`config.mk`:
```
export PLATFORM = sky130hd
export DESIGN_NAME = seq_mult_16_flat
export DESIGN_NICKNAME = d
export VERILOG_FILES = /design/src/rtl/seq_mult_16_pkg.sv /design/src/rtl/seq_mult_16_if.sv /design/src/rtl/Adder_16bits.sv /design/src/rtl/seq_mult_16.sv /design/src/flat_wrapper.sv
export SDC_FILE = /design/constraint.sdc
export NUM_CORES = 1
export LEC_CHECK = 0
export BUFFER_PORTS_ARGS = -buffer_cell sky130_fd_sc_hd__buf_2
export CAP_MARGIN = 10
export CORE_MARGIN = 2
export CORE_UTILIZATION = 55
export DETAILED_ROUTE_END_ITERATION = 8
export GPL_TIMING_DRIVEN = 0
export PLACE_DENSITY_LB_ADDON = 0.08
export SLEW_MARGIN = 20
export SYNTH_ARGS = -nofsm -noshare
export SYNTH_HDL_FRONTEND = slang
export SYNTH_SLANG_ARGS = --single-unit
```
`constraint.sdc`:
```
create_clock -name clk -period 3.4 [get_ports clk]
set_clock_uncertainty 0.1 [all_clocks]
set_input_delay 0.51 -clock clk [delete_from_list [all_inputs] [get_ports clk]]
set_output_delay 0.51 -clock clk [all_outputs]
set_load 0.01 [all_outputs]
```
`src/rtl/seq_mult_16_pkg.sv`:
```
// Shared definitions for the seq_mult_16 iterative multiplier.
// Optional signed support is enabled with the SEQ_MULT_SIGNED_EN macro.
package seq_mult_16_pkg;

    localparam int unsigned MULT_WIDTH = 16;
    localparam int unsigned MULT_ITER  = 16;
    localparam int unsigned CNT_W      = 5;
    localparam int unsigned PROD_W     = 2 * MULT_WIDTH;

    typedef enum logic [1:0] {
        ST_IDLE = 2'd0,
        ST_CALC = 2'd1,
        ST_FIX  = 2'd2,
        ST_DONE = 2'd3
    } state_t;

    // Magnitude of a two's-complement operand; -32768 maps to 0x8000, which
    // is still a valid unsigned magnitude.
    function automatic logic [MULT_WIDTH-1:0] abs16(input logic [MULT_WIDTH-1:0] x);
        return x[MULT_WIDTH-1] ? MULT_WIDTH'(~x + MULT_WIDTH'(1)) : x;
    endfunction

endpackage

```
`src/rtl/seq_mult_16_if.sv`:
```
// Request/response bundle for seq_mult_16.
// is_signed exists only when SEQ_MULT_SIGNED_EN is defined.
interface seq_mult_16_if;
    import seq_mult_16_pkg::*;

    logic                  start;
    logic [MULT_WIDTH-1:0] a;
    logic [MULT_WIDTH-1:0] b;
`ifdef SEQ_MULT_SIGNED_EN
    logic                  is_signed;
`endif
    logic                  busy;
    logic                  done;
    logic [PROD_W-1:0]     product;

`ifdef SEQ_MULT_SIGNED_EN
    modport master (output start, a, b, is_signed, input busy, done, product);
    modport slave  (input start, a, b, is_signed, output busy, done, product);
`else
    modport master (output start, a, b, input busy, done, product);
    modport slave  (input start, a, b, output busy, done, product);
`endif

endinterface

```
`src/rtl/Adder_16bits.sv`:
```
// 16-bit ripple adder: {G,S} = A + B + C; G is the carry-out.
module Adder_16bits (
    input  logic [15:0] A,
    input  logic [15:0] B,
    input  logic        C,
    output logic [15:0] S,
    output logic        G
);

    // Full-width sum with the carry-out in the top bit
    assign {G, S} = 17'(A) + 17'(B) + 17'(C);

endmodule

```
`src/rtl/seq_mult_16.sv`:
```
// Iterative shift-and-add 16x16->32 multiplier with start/busy/done handshake.
// Define SEQ_MULT_SIGNED_EN to add the is_signed input and a sign fix-up state
// (latency 18 instead of 17).
module seq_mult_16
    import seq_mult_16_pkg::*;
(
    input  logic          clk,
    input  logic          rst,
    seq_mult_16_if.slave  bus
);

    state_t                state;
    logic [CNT_W-1:0]      cnt;
    // High half of the partial product; the carry bit of the 17-bit
    // accumulator is always zero right after the shift, so it is not stored.
    logic [MULT_WIDTH-1:0] acc;
    logic [MULT_WIDTH-1:0] mq;
    logic [MULT_WIDTH-1:0] mcand;
`ifdef SEQ_MULT_SIGNED_EN
    logic                  neg;
`endif

    logic [MULT_WIDTH-1:0] add_b;
    logic [MULT_WIDTH-1:0] sum;
    logic                  cout;

    // Addend selected by the current multiplier LSB
    assign add_b = mq[0] ? mcand : '0;

    Adder_16bits u_adder (
        .A (acc),
        .B (add_b),
        .C (1'b0),
        .S (sum),
        .G (cout)
    );

    // Control FSM, shift registers and registered outputs
    always_ff @(posedge clk or posedge rst) begin
        if (rst) begin
            state       <= ST_IDLE;
            cnt         <= '0;
            acc         <= '0;
            mq          <= '0;
            mcand       <= '0;
`ifdef SEQ_MULT_SIGNED_EN
            neg         <= 1'b0;
`endif
            bus.busy    <= 1'b0;
            bus.done    <= 1'b0;
            bus.product <= '0;
        end else begin
            case (state)
                ST_IDLE: begin
                    bus.done <= 1'b0;
                    if (bus.start) begin
`ifdef SEQ_MULT_SIGNED_EN
                        if (bus.is_signed) begin
                            mcand <= abs16(bus.a);
                            mq    <= abs16(bus.b);
                            neg   <= bus.a[MULT_WIDTH-1] ^ bus.b[MULT_WIDTH-1];
                        end else begin
                            mcand <= bus.a;
                            mq    <= bus.b;
                            neg   <= 1'b0;
                        end
`else
                        mcand <= bus.a;
                        mq    <= bus.b;
`endif
                        acc      <= '0;
                        cnt      <= '0;
                        bus.busy <= 1'b1;
                        state    <= ST_CALC;
                    end
                end
                ST_CALC: begin
                    // {carry, sum, mq} shifted right by one
                    {acc, mq} <= {cout, sum, mq[MULT_WIDTH-1:1]};
                    cnt       <= cnt + CNT_W'(1);
                    if (cnt == CNT_W'(MULT_ITER - 1)) begin
`ifdef SEQ_MULT_SIGNED_EN
                        state <= ST_FIX;
`else
                        state <= ST_DONE;
`endif
                    end
                end
`ifdef SEQ_MULT_SIGNED_EN
                ST_FIX: begin
                    if (neg) begin
                        {acc, mq} <= PROD_W'(~{acc, mq} + PROD_W'(1));
                    end
                    state <= ST_DONE;
                end
`endif
                ST_DONE: begin
                    bus.product <= {acc, mq};
                    bus.done    <= 1'b1;
                    bus.busy    <= 1'b0;
                    state       <= ST_IDLE;
                end
                default: begin
                    state <= ST_IDLE;
                end
            endcase
        end
    end

endmodule

```
`src/flat_wrapper.sv`:
```
// flat-port wrapper written by rule: the top's interface ports become plain ports
module seq_mult_16_flat import seq_mult_16_pkg::*;
  (clk, rst, bus_start, bus_a, bus_b, bus_busy, bus_done, bus_product);
  seq_mult_16_if bus_i ();
  input  logic clk;
  input  logic rst;
  input wire logic [$bits(bus_i.start)-1:0] bus_start;
  input wire logic [$bits(bus_i.a)-1:0] bus_a;
  input wire logic [$bits(bus_i.b)-1:0] bus_b;
  output wire logic [$bits(bus_i.busy)-1:0] bus_busy;
  output wire logic [$bits(bus_i.done)-1:0] bus_done;
  output wire logic [$bits(bus_i.product)-1:0] bus_product;
  assign bus_i.start = bus_start;
  assign bus_i.a = bus_a;
  assign bus_i.b = bus_b;
  assign bus_busy = bus_i.busy;
  assign bus_done = bus_i.done;
  assign bus_product = bus_i.product;
  seq_mult_16 u_core (.clk(clk), .rst(rst), .bus(bus_i));
endmodule
```
==> impl_metrics.yaml, run 1 <==
outcome:
  status: "finished, final reports clean"
layout:
  area_growth_pct: 15.9
  nets: 525
  drive_gt1_frac: 0.290
  final_cell_area_um2: 5060
  n_antenna_cell: 0
power_and_ir_drop:
  ir_drop_mv: 0.385
  p_total_uw: 3830
  switchingPower_uw: 1470
  pwr-share-clk: 0.196
  comb_power_share: 0.397
  p_int_uw: 2360
  p_seq_frac: 0.407
  total_leakage_power_uw: 0.00261
  netSwitchingFraction: 0.383
  powerDensity_nw_per_um2: 757
floorplan:
  die_area_um2: 8670
  ios: 69
  die_w_um: 93.1
  row_count: 32
  initial_utilization: 0.565
  core-area_um2: 7730
  die_height_um: 93.1
timing:
  setup_viol: 0
  timing.final.crit_share: 0.894
  layout_min_cycle_time_ps: 3040
  slew_headroom: 0.485
  worstMarginPinSlew_ps: 767
  max_freq_ghz: 0.329
  rsz0062_at_grt: "false"
  slew_violations: 0
  final_hold_viol_count: 0
routing:
  wl_met1_um: 4360
  antenna_left: 0
  drt-wirelength-per-cell_um: 15.8
  met3_length_um: 329
  drc_errors: 0
  viasPerCell: 5.56
  wl_met2_um: 4280
  top_layer: "met4"
  wirelength_um: 9090
  first_pass_iters: 4
  drt_iter0_drc: 125
  routed-via-count: 3196
min_path:
  hold_path.class: "in -> async"
logic_synthesis:
  yosys.area.top_type: "dfrtp_1"
  ys_seq_area_frac: 0.510
  synthesis.area_um2: 4370
  synth_seq_cells: 89
  synthTopCellsByArea: "dfrtp_1, mux2_2, ha_1"
  synth_cell_types: 42
  yosys.area.top_type_share: 0.510
  synth-edff-count: 0
  synth_most_common_cell: "dfrtp_1"
  synthCells: 388
  yosysWarnings: 0
  ys.flop_type: "dfrtp_1"
  synthTopCellsByCount: "dfrtp_1, mux2_2, nand2_1"
  async_flop_share: 1.00
  avgSynthCellArea_um2: 11.3
  synth_fp_nets: 445
setup_path:
  cp_num_buf_inv: 2
  cpMaxStageDelayCell: "dfrtp_1"
  cp.arrival_ps: 3170
  worstSetupPathType: "reg -> reg"
  crit_path_max_incr_delay_ps: 500
  path_delay_family: "compound AO/OA/AOI/OAI gates"
  cp_max_fo: 10
  r2r_end: "u_core.acc[13]$_DFFE_PP0P_"
  r2r_slack_ps: 360
  start_kind: "flop"
  end_kind: "flop"
  reg2reg_depth: 11
  r2r_start: "u_core.mq[0]$_DFFE_PP0P_"
  cp_data_required_time_ps: 3530
  path_cells: "clkbuf_1, and2_1, ha_1, inv_1, fa_1, nor2b_1, o21bai_1, a21boi_0, o211ai_1, mux2i_1, nand2_1"
  cp-startpoint: "u_core.mq[0]$_DFFE_PP0P_"
clock_tree:
  clk_path_buf_depth: 2
  cts_tree: "yes"
  clockRootBuffer: "clkbuf_8"
  ctsResizeCount: 0
  postCtsSetupBuffers: 0
  htree_levels: 3
  cts_buffers: 9
  path_clk_slew_ps: 100
  cts_sinks: 89
  cts_hold_buf: 0
  clk-insertion-delay-late_ps: 350
run:
  drv_cap: 0
placement:
  io_buffers: 68
  dpl_cell_area_um2: 4860
  gp_congestion: 0.836
  dp_hpwl_um: 6560
global_routing:
  grt_pass1_wl_um: 14800
  overflow: 0
  grt_start_max_net_pins: 54
  track_usage: 0.218
  antenna_found_initial: 0
  grt_pass1_vias: 3105
==> flip-flops by register name, summed over array words and instances (netlist names) <==
signal and cells:
u_core.bus.busy 1, u_core.acc 16, u_core.mq 16, u_core.mcand 16, u_core.state 2, u_core.cnt 5, u_core.bus.done 1, u_core.bus.product 32
==> worst reg2reg max path: cells and delay by family, from the launching register on <==
family,cells,cell delay (ps)
AO/OA/AOI/OAI,3,740
adder cells (fa/ha/maj),2,560
flip-flops,1,500
buffers and inverters,2,440
AND/OR/NAND/NOR,3,430
multiplexers,1,170
==> cell usage in the layout, fill, tap and decap left out, types with 6 or more instances in the layout <==
master,synthesis,layout
a21oi_1,18,18
nand3_1,6,6
clkbuf_8,0,10
dfrtp_1,89,89
and2_1,17,17
mux2i_1,18,18
nand2_1,42,42
o21ai_0,32,32
ha_1,21,21
mux2_2,49,49
clkbuf_1,14,14
a21o_1,9,9
nor2_1,7,7
inv_1,11,10
buf_2,1,69
==> per-stage QoR <==
| step | setup WS, ps | util | setup TNS, ps | hold WS, ps | cells |
|---|---|---|---|---|---|
| after CTS | 395 | 0.655 | 0 | 180 | 575 |
| final | 359 | 0.655 | 0 | 140 | 575 |
| after detailed placement | 437 | 0.628 | 0 | 363 | 559 |
| after global routing | 82.7 | 0.655 | 0 | 210 | 575 |
| after global placement | -538 | 0.625 | -47450 | 357 | 558 |
| after floorplan | 483 | - | 0 | 338 | 388 |
==> worst max path at each step <==
stage                                   to  cells past startpoint
2_1_floorplan    u_core.acc[0]$_DFFE_PP0P_                      1
3_3_place_gp   u_core.mcand[2]$_DFFE_PP0P_                      2
3_5_place_dp    u_core.acc[13]$_DFFE_PP0P_                     11
4_1_cts         u_core.acc[13]$_DFFE_PP0P_                     11
5_1_grt         u_core.acc[13]$_DFFE_PP0P_                     11
6_report        u_core.acc[13]$_DFFE_PP0P_                     11
==> layer usage <==
layer	vias up	track usage
li1	1536	-
met1	1578	0.310
met2	73	0.345
met3	9	0.0314
met4	0	0.0748
met5	-	0
==> power groups by stage <==
stage | sequential, uW | clock [uW] | combinational, uW
floorplan | 1510 | 0 | 1160
global placement | 1560 | 0 | 1470
detailed placement | 1580 | 0 | 1520
CTS | 1560 | 762 | 1530
global route | 1600 | 809 | 1700
finish | 1560 | 750 | 1520
==> kinds of logic after synthesis <==
group	Yosys count	share of synthesized area
simple gates	89	0.0980
flops	89	0.510
compound gates	84	0.118
mux	67	0.168
buf+inv	29	0.0252
fa+ha+maj	22	0.0648
xor+xnor	8	0.0160
==> cell type report <==
type                       count  area, um2
buffer                        18       68.8
timing repair buffer          69        360
clock inverter                 6       65.1
multi-input combinational    270       2030
fill                         646       2670
tap                          102        128
sequential                    89       2230
clock buffer                  10        138
inverter                      11       43.8
Power figures use the tool's default switching activity.
==> inputs of run 2 (changes only) <==
- ABC_AREA: not set -> 1
==> impl_metrics.yaml, run 2 <==
outcome:
  status: "finished, final reports clean"
routing:
  drt-wirelength-per-cell_um: 12.9
  drt_iter0_drc: 230
  viasPerCell: 5.01
  drc_errors: 0
  antenna_left: 0
  wirelength_um: 10300
  routed-via-count: 3980
  first_pass_iters: 5
placement:
  dp_hpwl_um: 7790
  gp_congestion: 0.829
  io_buffers: 68
  dpl_cell_area_um2: 5090
timing:
  rsz0062_at_grt: "false"
  slew_violations: 0
  worstMarginPinSlew_ps: 612
  max_freq_ghz: 0.342
  setup_viol: 0
  final_hold_viol_count: 0
  timing.final.crit_share: 0.860
  slew_headroom: 0.592
  layout_min_cycle_time_ps: 2920
logic_synthesis:
  avgSynthCellArea_um2: 7.59
  yosys.area.top_type: "dfrtp_1"
  yosysWarnings: 0
  synth-edff-count: 0
  yosys.area.top_type_share: 0.485
  synthCells: 605
  synthesis.area_um2: 4590
  synth_cell_types: 28
  async_flop_share: 1.00
  ys_seq_area_frac: 0.485
  ys.flop_type: "dfrtp_1"
  synth_fp_nets: 662
  synth_most_common_cell: "nand2_1"
  synthTopCellsByArea: "dfrtp_1, nand2_1, inv_1"
  synth_seq_cells: 89
  synthTopCellsByCount: "nand2_1, dfrtp_1, inv_1"
layout:
  nets: 742
  layout_common_cells: "nand2_1, dfrtp_1, inv_1"
  area_growth_pct: 15.0
  largest_reg_flops: 32
  layout_commonest_cell: "nand2_1"
  largest_register: "u_core.bus.product"
  n_fill_cell: 752
  drive_gt1_frac: 0.142
  n_antenna_cell: 0
  final_cell_area_um2: 5280
run:
  drv_cap: 0
clock_tree:
  cts_buffers: 9
  clk-insertion-delay-late_ps: 370
  clk_path_buf_depth: 2
  cts_hold_buf: 0
  cts_sinks: 89
  postCtsSetupBuffers: 0
  ctsResizeCount: 0
  cts_tree: "yes"
  path_clk_slew_ps: 110
  htree_levels: 3
  clockRootBuffer: "clkbuf_8"
power_and_ir_drop:
  ir_drop_mv: 0.517
  powerDensity_nw_per_um2: 934
  total_leakage_power_uw: 0.00305
  p_total_uw: 4930
global_routing:
  track_usage: 0.248
  antenna_found_initial: 0
  grt_pass1_wl_um: 17500
  grt_pass1_vias: 3756
  grt_start_max_net_pins: 50
  overflow: 0
floorplan:
  row_count: 33
  die_area_um2: 9100
  initial_utilization: 0.562
  core-area_um2: 8180
  ios: 69
  die_w_um: 95.4
  die_height_um: 95.4
setup_path:
  cp.arrival_ps: 3080
  cp-startpoint: "u_core.mq[0]$_DFFE_PP0P_"
  end_kind: "flop"
  worstSetupPathType: "reg -> reg"
  start_kind: "flop"
  cp_data_required_time_ps: 3560
  r2r_slack_ps: 480
  cp_max_fo: 10
  r2r_start: "u_core.mq[0]$_DFFE_PP0P_"
min_path:
  hold_path.class: "in -> async"
## run 2: cell types whose count changed in the layout (fill, tap and decap cells not counted), moves of 9 or more
cell | before | now
nand2_1 | 42 | 250
inv_1 | 10 | 82
mux2_2 | 49 | 0
mux2i_1 | 18 | 0
nor2_1 | 7 | 24
and2_1 | 17 | 1
nand3_1 | 6 | 21
a21o_1 | 9 | 0
o211ai_1 | 2 | 11
## run 2: power breakdown
part | internal (uW) | switching [uW] | total, uW
combinational | 851 | 1560 | 2410
clock | 349 | 388 | 737
sequential | 1530 | 252 | 1790
total | 2730 | 2200 | 4930
## run 2: final timing paths
check,to,cells past startpoint
min,u_core.mq[9]$_DFFE_PP0P_,2
max,u_core.acc[11]$_DFFE_PP0P_,15
max reg2reg,u_core.acc[11]$_DFFE_PP0P_,15
max in group asynchronous,u_core.acc[1]$_DFFE_PP0P_,3
min in group clk,u_core.mcand[10]$_DFFE_PP0P_,3
min reg2reg,u_core.bus.product[25]$_DFFE_PP0P_,2
## run 2: layout make-up
cell class              count  area [um2]  share of cell area
flip-flops and latches     89        2230               0.422
multi-input cells         408        1950               0.369
repair buffers             69         360              0.0682
inverters                  88         333              0.0630
clock buffers              11         131              0.0249
well taps                 105         131              0.0249
plain buffers              20        88.8              0.0168
clock inverters             5        63.8              0.0121
## run 2: critical path: stages, from the launching register on
cell      delay [ps]
dfrtp_1          330
clkbuf_1         420
clkbuf_1         370
nand2_1           90
inv_1             90
ha_1             160
inv_1             50
fa_1             380
inv_1            120
nand3_1           80
nand3_1          180
nand3_1          140
nand3_1          120
nand2_1           70
nand3_1           70
nand2_1           50
## run 2: cells by family (layout without fill, tap and decap cells)
kind of cell,count (synthesis),in the layout,synth area share
buf+inv,108,193,0.0913
fa+ha+maj,22,22,0.0616
flops,89,89,0.485
simple gates,306,306,0.262
compound gates,80,80,0.101
## run 2: through the flow
stage / cells / hold WS [ps] / util / TNS (ps) / setup WS (ps)
after floorplan: 605 / 349 / - / 0 / 483
after global placement: 778 / 348 / 0.620 / -47370 / -537
after detailed placement: 779 / 353 / 0.622 / 0 / 497
after CTS: 795 / 139 / 0.646 / 0 / 461
after global routing: 795 / 165 / 0.646 / 0 / 92.6
final: 795 / 116 / 0.646 / 0 / 476
## run 2: routing by layer
metal | GRT usage | wire, um | vias to the layer above
met2 | 0.375 | 4570 | 98
met5 | 0 | 0 | -
met3 | 0.0522 | 505 | 9
met1 | 0.365 | 5110 | 1827
li1 | - | - | 2046
met4 | 0.0607 | 93 | 0
